[src/rtl/dr_pkg.sv]
// Shared types and constants for the data-recovery receive sequencer.
//   state_e : receive FSM states
//   ERR_*   : err_code values reported on dr_rx_ctrl.err_code
package dr_pkg;

  typedef enum logic [2:0] {
    IDLE,
    HUNT,
    ACTIVE,
    EOP,
    FLUSH
  } state_e;

  localparam logic [1:0] ERR_NONE   = 2'd0;
  localparam logic [1:0] ERR_STUFF  = 2'd1;
  localparam logic [1:0] ERR_FIFO   = 2'd2;
  localparam logic [1:0] ERR_BABBLE = 2'd3;

endpackage

[src/rtl/nrzi_destuff.sv]
// NRZI decoder and bit-destuffer for the recovered bit stream.
//   clk, reset   : bit clock, synchronous active-high reset
//   clear        : return to line-idle (prev_bit=J) with ones count cleared
//   active       : count ones and qualify bits (parent is framing a packet)
//   dr_bit       : recovered NRZI bit, dr_valid its qualifier
//   dec_c        : decoded bit for the current dr_bit
//   emit_c       : decoded bit is payload (not a stuffed 0)
//   stuff_err_c  : a 1 arrived where a stuffed 0 was required
module nrzi_destuff #(
  parameter int unsigned STUFF_LEN = 6
) (
  input  logic clk,
  input  logic reset,
  input  logic clear,
  input  logic active,
  input  logic dr_bit,
  input  logic dr_valid,
  output logic dec_c,
  output logic emit_c,
  output logic stuff_err_c
);

  localparam int unsigned OW = $clog2(STUFF_LEN + 1);

  logic          prev_bit;
  logic [OW-1:0] ones_cnt;
  logic          at_limit;

  assign dec_c       = ~(dr_bit ^ prev_bit);
  assign at_limit    = (ones_cnt == OW'(STUFF_LEN));
  // After STUFF_LEN ones the next bit must be a stuffed 0: drop it, or flag a 1.
  assign emit_c      = active & dr_valid & ~at_limit;
  assign stuff_err_c = active & dr_valid & dec_c & at_limit;

  // Line history and run-of-ones counter; both frozen while dr_valid is low.
  always_ff @(posedge clk) begin
    if (reset || clear) begin
      prev_bit <= 1'b1;
      ones_cnt <= '0;
    end else if (dr_valid) begin
      prev_bit <= dr_bit;
      if (active) begin
        if (!dec_c)        ones_cnt <= '0;
        else if (!at_limit) ones_cnt <= ones_cnt + OW'(1);
      end
    end
  end

endmodule

[src/rtl/dr_rx_ctrl.sv]
// Receive-side sequencer: hunts SYNC, frames destuffed packet bits up to SE0 EOP,
// and flushes the AD-FIFO after every packet or error.
//   clock_480, reset           : bit clock, synchronous active-high reset
//   enable                     : 0 parks the sequencer in IDLE
//   dr_bit, dr_valid           : recovered NRZI bit stream from the AD-FIFO
//   se0                        : line SE0 indication
//   fifo_underflow/overflow    : AD-FIFO fault flags
//   fifo_reset                 : AD-FIFO clear, high while flushing
//   rx_active                  : packet in progress
//   rx_bit, rx_bit_valid       : decoded, destuffed payload bit
//   rx_error, err_code         : error pulse and sticky code (cleared at next SYNC)
module dr_rx_ctrl
  import dr_pkg::*;
#(
  parameter int unsigned SYNC_MIN_ZEROS = 5,
  parameter int unsigned STUFF_LEN      = 6,
  parameter int unsigned EOP_SE0_BITS   = 2,
  parameter int unsigned FLUSH_CYCLES   = 4,
  parameter int unsigned MAX_PKT_BITS   = 8216
) (
  input  logic       clock_480,
  input  logic       reset,
  input  logic       enable,
  input  logic       dr_bit,
  input  logic       dr_valid,
  input  logic       se0,
  input  logic       fifo_underflow,
  input  logic       fifo_overflow,
  output logic       fifo_reset,
  output logic       rx_active,
  output logic       rx_bit,
  output logic       rx_bit_valid,
  output logic       rx_error,
  output logic [1:0] err_code
);

  localparam int unsigned ZW = $clog2(SYNC_MIN_ZEROS + 1);
  localparam int unsigned SW = $clog2(EOP_SE0_BITS + 1);
  localparam int unsigned FW = $clog2(FLUSH_CYCLES + 1);
  localparam int unsigned BW = $clog2(MAX_PKT_BITS + 1);

  state_e        state, state_nxt;
  logic [ZW-1:0] zero_cnt, zero_nxt;
  logic [SW-1:0] se0_cnt, se0_nxt;
  logic [FW-1:0] flush_cnt, flush_nxt;
  logic [BW-1:0] bit_cnt, bit_nxt;
  logic [1:0]    err_code_nxt;
  logic          rx_error_nxt, rx_bit_nxt, rx_bit_valid_nxt;
  logic          clear_c, active_c;
  logic          dec_c, emit_c, stuff_err_c;
  logic          fifo_err_c, eop_done_c, babble_c;

  assign active_c   = (state == ACTIVE);
  assign fifo_err_c = fifo_underflow | fifo_overflow;
  assign eop_done_c = se0 && (se0_cnt == SW'(EOP_SE0_BITS - 1));
  assign babble_c   = emit_c && (bit_cnt == BW'(MAX_PKT_BITS));

  nrzi_destuff #(
    .STUFF_LEN (STUFF_LEN)
  ) u_destuff (
    .clk         (clock_480),
    .reset       (reset),
    .clear       (clear_c),
    .active      (active_c),
    .dr_bit      (dr_bit),
    .dr_valid    (dr_valid),
    .dec_c       (dec_c),
    .emit_c      (emit_c),
    .stuff_err_c (stuff_err_c)
  );

  // Next-state, counter and output decode.
  always_comb begin
    state_nxt        = state;
    zero_nxt         = zero_cnt;
    se0_nxt          = se0_cnt;
    flush_nxt        = flush_cnt;
    bit_nxt          = bit_cnt;
    err_code_nxt     = err_code;
    rx_error_nxt     = 1'b0;
    rx_bit_nxt       = rx_bit;
    rx_bit_valid_nxt = 1'b0;
    clear_c          = 1'b0;

    case (state)
      IDLE: begin
        clear_c = 1'b1;
        if (enable) begin
          state_nxt = FLUSH;
          flush_nxt = '0;
        end
      end
      HUNT: begin
        if (dr_valid) begin
          if (!dec_c) begin
            if (zero_cnt < ZW'(SYNC_MIN_ZEROS)) zero_nxt = zero_cnt + ZW'(1);
          end else if (zero_cnt >= ZW'(SYNC_MIN_ZEROS)) begin
            state_nxt    = ACTIVE;
            err_code_nxt = ERR_NONE;
          end else begin
            zero_nxt = '0;
          end
        end
      end
      ACTIVE: begin
        se0_nxt = se0 ? se0_cnt + SW'(1) : '0;
        // Fault priority: fifo, stuff, babble, then EOP; errors emit nothing.
        if (fifo_err_c || stuff_err_c || babble_c) begin
          state_nxt    = FLUSH;
          flush_nxt    = '0;
          rx_error_nxt = 1'b1;
          if (fifo_err_c)       err_code_nxt = ERR_FIFO;
          else if (stuff_err_c) err_code_nxt = ERR_STUFF;
          else                  err_code_nxt = ERR_BABBLE;
        end else if (eop_done_c) begin
          state_nxt = EOP;
        end else if (emit_c) begin
          rx_bit_valid_nxt = 1'b1;
          rx_bit_nxt       = dec_c;
          bit_nxt          = bit_cnt + BW'(1);
        end
      end
      EOP: begin
        if (!se0) begin
          state_nxt = FLUSH;
          flush_nxt = '0;
        end
      end
      FLUSH: begin
        if (flush_cnt == FW'(FLUSH_CYCLES - 1)) begin
          state_nxt = HUNT;
          clear_c   = 1'b1;
        end else begin
          flush_nxt = flush_cnt + FW'(1);
        end
      end
      default: state_nxt = IDLE;
    endcase

    // Disable is a silent abort from any state.
    if (!enable) begin
      state_nxt        = IDLE;
      rx_error_nxt     = 1'b0;
      rx_bit_valid_nxt = 1'b0;
      err_code_nxt     = err_code;
    end

    if (state_nxt != HUNT)   zero_nxt = '0;
    if (state_nxt != ACTIVE) begin
      se0_nxt = '0;
      bit_nxt = '0;
    end
  end

  // State, counters and registered outputs.
  always_ff @(posedge clock_480) begin
    if (reset) begin
      state        <= IDLE;
      zero_cnt     <= '0;
      se0_cnt      <= '0;
      flush_cnt    <= '0;
      bit_cnt      <= '0;
      fifo_reset   <= 1'b0;
      rx_active    <= 1'b0;
      rx_bit       <= 1'b0;
      rx_bit_valid <= 1'b0;
      rx_error     <= 1'b0;
      err_code     <= ERR_NONE;
    end else begin
      state        <= state_nxt;
      zero_cnt     <= zero_nxt;
      se0_cnt      <= se0_nxt;
      flush_cnt    <= flush_nxt;
      bit_cnt      <= bit_nxt;
      fifo_reset   <= (state_nxt == FLUSH);
      rx_active    <= (state_nxt == ACTIVE);
      rx_bit       <= rx_bit_nxt;
      rx_bit_valid <= rx_bit_valid_nxt;
      rx_error     <= rx_error_nxt;
      err_code     <= err_code_nxt;
    end
  end

endmodule

[config.mk]
export PLATFORM = sky130hd
export DESIGN_NAME = dr_rx_ctrl
export DESIGN_NICKNAME = d
export VERILOG_FILES = /design/src/rtl/dr_pkg.sv /design/src/rtl/nrzi_destuff.sv /design/src/rtl/dr_rx_ctrl.sv
export SDC_FILE = /design/constraint.sdc
export NUM_CORES = 1
export LEC_CHECK = 0
export CORE_MARGIN = 10
export CORE_UTILIZATION = 45
export DETAILED_ROUTE_END_ITERATION = 8
export GPL_TIMING_DRIVEN = 0
export PLACE_DENSITY = 0.68
export SYNTH_ARGS = -nofsm -noshare
export SYNTH_HDL_FRONTEND = slang
export SYNTH_SLANG_ARGS = --single-unit
[constraint.sdc]
create_clock -name clock_480 -period 3.3 [get_ports clock_480]
set_input_delay 0.825 -clock clock_480 [delete_from_list [all_inputs] [get_ports clock_480]]
set_output_delay 0.825 -clock clock_480 [all_outputs]
set_load 0.02 [all_outputs]
==> results.toml <==
[place]
placed_cells = 283
io_buffers = 14
place_hpwl_um = 3040
place_area_um2 = 2130
gp_congestion = 0.844

[worst_setup_path]
cp_max_fo = 8
cp_cell_sequence = "clkdlybuf4s50_1, or4bb_1, nor3_2, a2111oi_4, a211o_1, or3b_4, a21oi_2"
path_buf_inv = 1
slowest_stage = "clkdlybuf4s50_1"
end_kind = "flop"
crit_family = "simple AND/OR/NAND/NOR gates"
cpPeakStageDelay_ps = 610
start_kind = "input pin"
crit_arrival_ps = 3420
cp.required_ps = 3530
criticalPathCategory = "in -> reg"

[clock_network]
cts_tree = "yes"
cts_root_buf = "clkbuf_8"
htreeDepth = 2
clock-sinks = 36
clkTransAtPathRegs_ps = 70
cts_max_path_buffers = 2
clk_latency_ps = 300
cts_setup_buffers = 0
cts_buffers = 5

[synthesis]
ys.warnings.count = 0
syn_nets = 236
synthesis.area_um2 = 1930
synthTopCellsByArea = "dfxtp_1 (37%), ha_1 (5.8%), xor2_1 (4.5%)"
ys_ff_latch = 36
synth_cells = 219
yosys_most_used_dff = "dfxtp_1"
synth_top_area_share_pct = 37.4
async_reset_ff_share_pct = 0
yosysTopAreaCell = "dfxtp_1"
syn_avg_cell_area_um2 = 8.79
synth_edf_count = 0
ys_types = 47
ys_seq_area_share_pct = 37.4

[status]
outcome = "completed"

[finish]
final_area_um2 = 2240
drive_gt1_share_pct = 9.54
fin_nets = 257
layout.cells.non_filler = 291
antenna_cells = 0
syn2layout_area_growth_pct = 16.3

[route]
drt-total-wl_um = 4180
drc = 0
vias_per_cell = 5.61
antenna_left = 0
wl_per_cell_um = 14.4
drt_iter0_drc = 82
drt_pass1_iterations = 5
via_count = 1632

[timing]
worst_pin_slew_ps = 582
finalSetupViolations = 0
drv_slew = 0
hold_violations = 0
fin_skew_ps = 8.72
rsz0062_at_grt = "no"
fin_crit_ps = 3180
period_share_pct = 96.5
slew_headroom_pct = 60.9
fmax_mhz = 314

[global_routing]
track_usage_pct = 12.3
grt_pass1_vias = 1618
grt_pass1_wl_um = 7530
antenna_found_initial = 0
overflow = 0
grt_max_degree = 12

[floorplan]
start_util_pct = 47.5
die_w_um = 85.4
fp.dieH_um = 85.4
coreArea_um2 = 4060
io_pins = 15
rows = 23
die-area_um2 = 7300

[power]
p_leak_nw = 0.745
irDropWorstVdd_mv = 0.199
power.density_nw_per_um2 = 364

[job]
maxCapViolCount = 0

[min_path]
hold_path.class = "reg -> reg"
-- synth_stat cells (2+ instances only) --
library cell / count
nor3b_1: 3
nor2_1: 23
nor4_1: 3
dfxtp_1: 36
mux2i_1: 4
a21oi_1: 9
a21oi_2: 2
nand2_1: 18
a211o_1: 4
clkbuf_1: 3
xnor2_1: 5
nand2b_1: 6
nor3_1: 12
xor2_1: 10
inv_1: 8
ha_1: 9
mux2_2: 2
and2_1: 4
and3_1: 3
nor2b_1: 3
nand3b_1: 4
a22oi_1: 2
nand3_1: 8
o21a_1: 2
a211oi_1: 3
o21ai_0: 7
nand4_1: 6
-- layout by cell type, fill, tap and decap left out, types with 6 or more instances in the layout --
| cell | count |
|---|---|
| o21ai_0 | 7 |
| nand3_1 | 8 |
| clkdlybuf4s50_1 | 14 |
| nor3_1 | 11 |
| nand2_1 | 18 |
| a21oi_1 | 8 |
| nand2b_1 | 6 |
| inv_1 | 8 |
| xor2_1 | 10 |
| nor2_1 | 23 |
| nand4_1 | 6 |
| ha_1 | 9 |
| clkbuf_8 | 6 |
| dfxtp_1 | 36 |
-- layer usage --
| metal | up-vias | track usage [%] | part of all wire (%) |
|---|---|---|---|
| li1 | 825 | - | - |
| met1 | 775 | 14.8 | 47 |
| met2 | 25 | 19.3 | 46 |
| met3 | 7 | 5.26 | 6.2 |
| met4 | 0 | 4.04 | 1.2 |
| met5 | - | 0 | 0 |
-- cell families (layout without fill, tap and decap cells) --
group | after synthesis | after routing | share of synthesized area (%)
compound gates | 38 | 38 | 14.9
xor+xnor | 15 | 15 | 6.82
fa+ha+maj | 9 | 9 | 5.85
buf+inv | 14 | 36 | 3.18
flops | 36 | 36 | 37.4
mux | 6 | 6 | 3.25
simple gates | 101 | 101 | 28.6
-- power breakdown --
part           internal, mW  switching, mW  total [mW]
Clock                 0.167          0.166       0.332
Sequential            0.436        0.00117       0.438
Combinational        0.0200         0.0247      0.0447
Total                 0.623          0.191       0.815
-- worst register-to-register path: cells and delay by family, from the launching register on --
family | cells | cell delay, ps
AND/OR/NAND/NOR | 3 | 1360
AO/OA/AOI/OAI | 3 | 710
flip-flops | 1 | 310
buffers and inverters | 1 | 130
-- worst paths after layout --
| path | start | endpoint | slack, ps | depth (start not counted) |
|---|---|---|---|---|
| max | dr_valid | zero_cnt[0] | 120 | 7 |
| min | u_destuff.ones_cnt[0] | u_destuff.ones_cnt[0] | 480 | 2 |
| max reg2reg | bit_cnt[2] | zero_cnt[0] | 710 | 7 |
| min reg2reg | u_destuff.ones_cnt[0] | u_destuff.ones_cnt[0] | 480 | 2 |
-- flip-flops by register name, indices dropped and copies added, names as in the netlist --
signal	count
bit_cnt	14
err_code	2
fifo_reset	1
flush_cnt	3
rx_active	1
rx_bit	1
rx_bit_valid	1
rx_error	1
se0_cnt	2
state	3
u_destuff.ones_cnt	3
u_destuff.prev_bit	1
zero_cnt	3
-- stage by stage --
step                      TNS, ps  total power, mW  setup slack, ps  hold slack, ps  util (%)
after CTS                       0            0.820             54.7             479      55.1
final                           0            0.815              116             476      55.2
after detailed placement    -6970            0.491             -421             470      52.5
after global placement      -7220            0.491             -415             466      52.5
after floorplan                 0            0.470              561             449         -
after global routing            0            0.846             5.37             517      55.2
-- timing repair --
action | 4_1_cts | 5_1_grt
setup endpoints to repair | 13 | 19
hold buffers | 0 | 0
gates cloned | 0 | 0
gates resized for setup | 2 | 2
pin swaps | 0 | 1
-- final cells by class --
type	instances	area [um2]
Buffer	6	32.5
Clock buffer	6	82.6
Clock inverter	2	10.0
Fill cell	385	1820
Inverter	8	30.0
Multi-Input combinational cell	169	1160
Sequential cell	36	721
Tap cell	50	62.6
Timing Repair Buffer	14	140
(Power assumes the default switching activity.)
